$ cat src/rtl/timer16_pkg.sv
// Shared types and default widths for the 16-bit interval timer.
// Imported by timer16_presc and timer16_ctrl.
package timer16_pkg;

    localparam int TIMER_WIDTH   = 16;
    localparam int TIMER_PRESC_W = 8;

    typedef enum logic [1:0] {
        OP_RESUME = 2'b00,
        OP_START  = 2'b01,
        OP_STOP   = 2'b10,
        OP_CLEAR  = 2'b11
    } op_e;

    typedef enum logic [2:0] {
        S_IDLE,
        S_LOAD,
        S_RUN,
        S_HALT,
        S_DONE
    } state_e;

endpackage

$ cat src/rtl/timer16_presc.sv
// Prescaler: counts enabled cycles and raises tick every (presc+1) of them.
// Ports: clk, reset (sync, high), enable, clear, presc (P), tick (comb).
module timer16_presc
    import timer16_pkg::*;
#(
    parameter int PRESC_W = TIMER_PRESC_W
) (
    input  logic               clk,
    input  logic               reset,
    input  logic               enable,
    input  logic               clear,
    input  logic [PRESC_W-1:0] presc,
    output logic               tick
);

    logic [PRESC_W-1:0] presc_cnt;

    // Disabled cycles freeze presc_cnt, so a halted timer keeps its phase.
    assign tick = enable && (presc_cnt == presc);

    always_ff @(posedge clk) begin
        if (reset || clear) begin
            presc_cnt <= '0;
        end else if (tick) begin
            presc_cnt <= '0;
        end else if (enable) begin
            presc_cnt <= presc_cnt + 1'b1;
        end
    end

endmodule

$ cat src/rtl/timer16_ctrl.sv
// Command-driven interval timer: FSM plus up-counter around timer16_presc.
// Ports: clk, reset, cmd_valid/ready/op/period/presc/periodic in;
//        count, busy, done, expire, cmd_err out (all registered).
module timer16_ctrl
    import timer16_pkg::*;
#(
    parameter int WIDTH   = TIMER_WIDTH,
    parameter int PRESC_W = TIMER_PRESC_W
) (
    input  logic               clk,
    input  logic               reset,
    input  logic               cmd_valid,
    output logic               cmd_ready,
    input  logic [1:0]         cmd_op,
    input  logic [WIDTH-1:0]   cmd_period,
    input  logic [PRESC_W-1:0] cmd_presc,
    input  logic               cmd_periodic,
    output logic [WIDTH-1:0]   count,
    output logic               busy,
    output logic               done,
    output logic               expire,
    output logic               cmd_err
);

    state_e             state;
    state_e             state_n;
    logic [WIDTH-1:0]   period_q;
    logic [PRESC_W-1:0] presc_q;
    logic               periodic_q;

    op_e  op;
    logic acc;
    logic do_start;
    logic do_clear;
    logic do_stop;
    logic do_resume;
    logic bad_cmd;
    logic tick;
    logic terminal;

    assign op  = op_e'(cmd_op);
    assign acc = cmd_valid && cmd_ready;

    always_comb begin
        do_start  = 1'b0;
        do_clear  = 1'b0;
        do_stop   = 1'b0;
        do_resume = 1'b0;
        bad_cmd   = 1'b0;
        if (acc) begin
            unique case (op)
                OP_START:  do_start = 1'b1;
                OP_CLEAR:  do_clear = 1'b1;
                OP_STOP: begin
                    do_stop = (state == S_RUN);
                    bad_cmd = (state != S_RUN);
                end
                OP_RESUME: begin
                    do_resume = (state == S_HALT);
                    bad_cmd   = (state != S_HALT);
                end
            endcase
        end
    end

    // A STOP accepted in RUN swallows that cycle's tick, terminal or not.
    timer16_presc #(
        .PRESC_W (PRESC_W)
    ) u_presc (
        .clk    (clk),
        .reset  (reset),
        .enable ((state == S_RUN) && !do_stop),
        .clear  (do_start || do_clear),
        .presc  (presc_q),
        .tick   (tick)
    );

    assign terminal = tick && (count == period_q);

    always_comb begin
        state_n = state;
        unique case (1'b1)
            do_start:  state_n = S_LOAD;
            do_clear:  state_n = S_IDLE;
            do_stop:   state_n = S_HALT;
            do_resume: state_n = S_RUN;
            default: begin
                if (state == S_LOAD) begin
                    state_n = S_RUN;
                end else if (terminal && !periodic_q) begin
                    state_n = S_DONE;
                end
            end
        endcase
    end

    always_ff @(posedge clk) begin
        if (reset) begin
            state      <= S_IDLE;
            count      <= '0;
            period_q   <= '0;
            presc_q    <= '0;
            periodic_q <= 1'b0;
            cmd_ready  <= 1'b1;
            busy       <= 1'b0;
            done       <= 1'b0;
            expire     <= 1'b0;
            cmd_err    <= 1'b0;
        end else begin
            state     <= state_n;
            cmd_ready <= (state_n != S_LOAD);
            busy      <= (state_n == S_LOAD) || (state_n == S_RUN);
            done      <= (state_n == S_DONE);
            expire    <= 1'b0;
            cmd_err   <= bad_cmd;
            if (do_start) begin
                period_q   <= cmd_period;
                presc_q    <= cmd_presc;
                periodic_q <= cmd_periodic;
                count      <= '0;
            end else if (do_clear) begin
                count <= '0;
            end else if (terminal) begin
                expire <= 1'b1;
                // One-shot parks at N; periodic wraps to 0.
                if (periodic_q) begin
                    count <= '0;
                end
            end else if (tick) begin
                count <= count + 1'b1;
            end
        end
    end

endmodule

$ cat config.mk
export PLATFORM = sky130hd
export DESIGN_NAME = timer16_ctrl
export DESIGN_NICKNAME = d
export VERILOG_FILES = /design/src/rtl/timer16_pkg.sv /design/src/rtl/timer16_presc.sv /design/src/rtl/timer16_ctrl.sv
export SDC_FILE = /design/constraint.sdc
export NUM_CORES = 1
export LEC_CHECK = 0
export BUFFER_PORTS_ARGS = -buffer_cell sky130_fd_sc_hd__clkbuf_2
export CORE_MARGIN = 1
export CORE_UTILIZATION = 56
export CTS_CLUSTER_SIZE = 20
export DETAILED_ROUTE_END_ITERATION = 8
export PLACE_DENSITY = 0.84
export SLEW_MARGIN = 40
export SYNTH_ARGS = -nofsm -noshare
export SYNTH_HDL_FRONTEND = slang
export SYNTH_SLANG_ARGS = --single-unit
$ cat constraint.sdc
create_clock -name clk -period 2.2 [get_ports clk]
set_clock_uncertainty 0.05 [all_clocks]
set_input_delay 0.33 -clock clk [delete_from_list [all_inputs] [get_ports clk]]
set_output_delay 0.33 -clock clk [all_outputs]
set_load 0.05 [all_outputs]
==> results.yml, run 1 <==
clock_tree:
  cts_buffers: 9
  cts_num_sinks: 57
  root_buffer: "clkbuf_8"
  cts_tree: "built"
  cts-resized-gates: 0
  clkTransAtPathRegs_ns: 0.07
  holdBufCountCts: 0
  post-cts-setup-buffers: 0
  htree_levels: 3
  insertion_delay_ns: 0.35
  clock_path_buffers: 2
pwr:
  leakage_nw: 1.62
  peakVddDrop_v: 0.000425
  power_density_nw_per_um2: 664
  power_mw: 2.31
synthesis:
  ys_ff_latch: 57
  yosysSeqAreaShare_pct: 39.3
  synthMuxAreaShare_pct: 5.51
  synthAdderAreaFrac_pct: 0.861
  synth_ff_type: "dfxtp_1"
  syn_inst: 348
  synth_compound_area_share_pct: 18.3
  synth_area_per_cell_um2: 8.35
  synth.top_cell.area_share_pct: 39.3
  ys_warn_count: 0
  syn_nets: 380
  netlist_area_um2: 2910
  synth_cell_types: 40
  netlist_top_cells_area: "dfxtp_1, xor2_1, nand2_1, mux2i_1, o211ai_1"
  synth_top_family_by_area: "simple AND/OR/NAND/NOR gates"
  yosysMostFrequentCell: "dfxtp_1"
  synthTopCellsByCount: "dfxtp_1, nand2_1, nor2_1, xor2_1, a21oi_1"
  async_flop_share_pct: 0
  post-synth-top-area-cell: "dfxtp_1"
  synth_edf_count: 0
  synth_xor_area_share_pct: 9.65
  synth-simple-area-share_pct: 22.0
worst_setup_path:
  path_cells: "xor2_1, nor4_2, nand4_1, buf_4, o211ai_1, mux2i_1"
  cpMaxStageDelayCell: "dfxtp_1"
  slowest_delay_ns: 0.47
  end_kind: "register"
  crit_required_ns: 2.42
  worstSetupPathType: "reg -> reg"
  critPathArrivalTime_ns: 2.29
  cp_top_family: "simple AND/OR/NAND/NOR gates"
  path_max_fanout: 28
  crit_buf_inv: 1
  start_kind: "register"
layout:
  syn2layout_area_growth_pct: 20.0
  fillers: 376
  num-nets-final: 435
  antenna_cells: 0
  stdcell_area_um2: 3490
  drive_gt1_share_pct: 22.4
detailed_routing:
  vias: 2764
  drt-initial-drc-count: 216
  drc: 0
  drt_pass1_iterations: 4
  wl_um: 7390
  vias_per_cell: 5.83
  ant_nets: 0
  routedWlPerCell_um: 15.6
grt:
  antenna_found_initial: 0
  grt_use_total_pct: 29.4
  grt_max_degree: 31
  gr-total-overflow: 0
  grt_pass1_wl_um: 12000
  grt_pass1_vias: 2523
die:
  rows: 25
  core_um2: 4850
  die_y_um: 74.0
  die_w_um: 74.0
  die_area_um2: 5480
  start_util_pct: 59.9
  io_pins: 51
timing:
  rsz0062_at_grt: "yes"
  slew_viol_final: 0
  finalSetupTns_ns: 0
  setup_viol: 0
  layout_worst_path_cycle_share_pct: 93.9
  min_period_ns: 2.07
  hold_slack_ns: 0.153
  hold_violations: 0
  tightest_slew_ns: 0.687
  max_freq_mhz: 484
  fin_ws_ns: 0.133
  max_slew_margin_pct: 54.2
placement:
  dpl-instance-area_um2: 3280
  dpl.hpwl_um: 4940
  pre_cts_slack_ns: 0.0568
  gp_congestion: 0.875
  portBuffers: 50
outcome:
  status: "completed"
min_path:
  min_path_type: "in -> reg"
flow_run:
  max-cap-violations: 0
==> cells by family (layout without fill, tap and decap cells) <==
logic type | after synthesis | count (layout)
compound gates | 82 | 82
xor+xnor | 32 | 32
fa+ha+maj | 2 | 2
buf+inv | 29 | 88
flops | 57 | 57
mux | 16 | 16
simple gates | 130 | 130
==> worst reg2reg max path: stages (launching register included) <==
cell	delay, ns
dfxtp_1	0.47
xor2_1	0.12
nor4_2	0.34
nand4_1	0.26
buf_4	0.30
o211ai_1	0.24
mux2i_1	0.22
==> cell usage in the layout (no fill, tap or decap), types with 2 or more instances in the layout <==
cell type,n
nand3_1,2
nor2_1,29
nor4_2,3
inv_1,4
and3_1,9
mux2i_1,16
nor4_1,4
nand2b_1,3
clkbuf_8,11
ha_1,2
buf_4,18
and4_1,3
dfxtp_1,57
o31a_1,2
o21ai_0,13
xnor2_1,3
clkinv_2,2
nand4_1,8
o2111ai_1,10
and2_1,3
o211ai_1,20
xor2_1,29
a21oi_1,28
nand2_1,56
clkbuf_2,50
nor3_1,3
a31oi_1,3
==> registers in the layout, indices dropped and copies added (netlist names), 3 cells and up <==
name	count
count	16
period_q	16
presc_q	8
u_presc.presc_cnt	8
state	3
==> through the flow <==
step / instances / util [%]
after floorplan: 348 / -
after global placement: 459 / 67.7
after detailed placement: 459 / 67.7
after CTS: 474 / 71.8
after global routing: 474 / 71.9
final: 474 / 71.9
==> power by group <==
group          switching [mW]  leakage (nW)  internal [mW]  total [mW]
Combinational           0.174          1.05         0.0857       0.259
Clock                   0.411         0.102          0.575       0.986
Sequential             0.0169         0.461           1.05        1.07
==> cell type report <==
class,instances,area (µm²),area share (%)
flip-flops and latches,57,1140,32.7
repair buffers,69,405,11.6
well taps,67,83.8,2.40
clock inverters,3,40.0,1.15
multi-input cells,262,1650,47.2
clock buffers,12,155,4.45
inverters,4,15.0,0.431
==> worst paths after layout <==
kind,from,to,slack (ns),cells past startpoint
min,cmd_presc[1],presc_q[1],0.15,3
min reg2reg,period_q[1],period_q[1],0.42,2
max reg2reg,count[11],count[15],0.13,6
max,count[11],count[15],0.13,6
==> routing by layer <==
metal	part of all wire [%]	track usage, %	wire [µm]	vias up
li1	-	-	-	1351
met1	45	40.2	3300	1286
met2	46	44.0	3400	112
met3	7.0	5.56	517	15
met4	2.3	15.6	172	0
met5	0	0	0	-
(Power assumes the default switching activity.)
==> run 2, diff against run 1 <==
- GPL_TIMING_DRIVEN: unset -> 0
==> run 2 against run 1 <==
Net effect:
- register-to-register slack improved by 0.02 ns
- clock power decreased by 0.7%
- worst hold slack improved by 0.0066 ns
- global-route usage decreased by 1.9 points
- via count about the same
- combinational power increased by 16%
- cell area increased by 0.22%
- die area unchanged
- largest cell class unchanged
==> results.yml, run 2 (synthesis results as in run 1) <==
timing:
  tightest_slew_ns: 0.688
  max_slew_margin_pct: 53.9
  max_freq_mhz: 488
  rsz0062_at_grt: "no"
  min_period_ns: 2.05
  layout_worst_path_cycle_share_pct: 93.1
  setup_viol: 0
  hold_violations: 0
  finalSetupTns_ns: 0
  slew_viol_final: 0
worst_setup_path:
  crit_buf_inv: 3
  cp.depth: 8
  rrSetupSlack_ns: 0.15
  rr_startpoint: "count[5]"
  timing.rr.end: "count[10]"
  critPathArrivalTime_ns: 2.23
  start_kind: "register"
  slowest_delay_ns: 0.47
  crit_end: "count[10]"
  path_cells: "xor2_1, nor4_1, nand4_1, buf_4, clkbuf_4, clkbuf_1, o21ai_0, mux2i_1"
  path_max_fanout: 10
  crit_required_ns: 2.38
  end_kind: "register"
  worstSetupPathType: "reg -> reg"
  crit_path_start: "count[5]"
  r2r_cells: 8
  cpMaxStageDelayCell: "dfxtp_1"
  cp_top_family: "buffers and inverters"
detailed_routing:
  drt-initial-drc-count: 272
  wl_um: 7140
  routedWlPerCell_um: 14.8
  vias_per_cell: 5.74
  drt_pass1_iterations: 5
  vias: 2765
  drc: 0
  ant_nets: 0
layout:
  syn2layout_area_growth_pct: 20.2
  final_common_cell: "nand2_1"
  drive_gt1_share_pct: 20.0
  antenna_cells: 0
  num-nets-final: 443
  fillers: 372
  reg.largest.list: "count x16, period_q x16"
  final_core_util_pct: 72.1
  layout_common_cells: "nand2_1, dfxtp_1, clkbuf_2, xor2_1, nor2_1"
  final_cells: 482
die:
  core_um2: 4850
  rows: 25
  die_area_um2: 5480
  start_util_pct: 59.9
  die_y_um: 74.0
  die_w_um: 74.0
  io_pins: 51
grt:
  grt_pass1_wl_um: 11500
  gr-total-overflow: 0
  grt_use_total_pct: 27.6
  antenna_found_initial: 0
  grt_max_degree: 11
  grt_pass1_vias: 2508
clock_tree:
  clock_path_buffers: 2
  root_buffer: "clkbuf_8"
  insertion_delay_ns: 0.34
  clkTransAtPathRegs_ns: 0.07
  cts_tree: "built"
  cts_num_sinks: 57
  holdBufCountCts: 0
  cts_buffers: 9
  htree_levels: 3
flow_run:
  max-cap-violations: 0
pwr:
  peakVddDrop_v: 0.000701
  power_density_nw_per_um2: 671
  leakage_nw: 1.59
outcome:
  status: "completed"
min_path:
  min_path_type: "in -> reg"
placement:
  post-place-cells: 465
  gp_congestion: 0.946
  dpl.hpwl_um: 5010
  portBuffers: 50
-- run 2: cell count changes in the layout (fill, tap and decap cells not counted), moves of 2 or more --
cell | previous run | this run
nor4_4 | 0 | 2
dfxtp_1 | 57 | 53
nor4_2 | 3 | 1
dfxtp_2 | 0 | 4
buf_4 | 18 | 5
clkbuf_1 | 1 | 20
-- run 2: where the power goes --
| group | leakage [nW] | switching (mW) | internal, mW |
|---|---|---|---|
| registers | 0.463 | 0.0142 | 1.05 |
| clock network | 0.102 | 0.404 | 0.575 |
| logic | 1.02 | 0.197 | 0.104 |
-- run 2: worst min-delay path, delay by kind of cell --
family | cells | cell delay [ns]
and+or+nand+nor | 1 | 0.04
AOI/OAI and AO/OA | 1 | 0.05
buffers and inverters | 1 | 0.08
-- run 2: worst min path at each step --
stage	start	to	slack, ns	cells past startpoint
floorplan	cmd_op[0]	cmd_err	0.36	1
global placement	period_q[9]	period_q[9]	0.41	2
detailed placement	presc_q[4]	presc_q[4]	0.41	2
CTS	cmd_period[11]	period_q[11]	0.16	3
global route	cmd_presc[4]	presc_q[4]	0.18	3
finish	cmd_period[11]	period_q[11]	0.16	3
-- run 2: layout make-up --
cell class                      instances  area [µm²]  area share, %
Inverter                                4        15.0          0.430
Buffer                                 24         109           3.12
Timing Repair Buffer                   53         273           7.81
Tap cell                               67        83.8           2.40
Sequential cell                        57        1150           32.8
Multi-Input combinational cell        262        1670           47.9
Clock buffer                           12         155           4.44
Clock inverter                          3        40.0           1.15
-- run 2: repair_timing --
action                     CTS  global route
pin swaps                    1             1
buffers inserted             2             1
gates cloned                 0             0
resized for setup            0            10
setup endpoints to repair    9            20
-- run 2: through the flow --
stage               area (µm²)  hold slack, ns  setup WS [ns]  power, mW
finish                    3490           0.160          0.151       2.35
global route              3490           0.176        0.00973       2.42
floorplan                 2910           0.358         0.0193       1.26
detailed placement        3240           0.412        -0.0404       1.35
CTS                       3450           0.158         0.0116       2.32
global placement          3240           0.406        0.00428       1.35
-- run 2: routing by layer --
metal | wire (µm) | part of all wire (%) | global-route usage (%) | vias up
met5 | 0 | 0 | 0 | -
met4 | 121 | 1.7 | 13.7 | 0
met3 | 609 | 8.5 | 4.88 | 15
met2 | 3250 | 45 | 42.5 | 116
met1 | 3160 | 44 | 37.2 | 1261
li1 | - | - | - | 1373
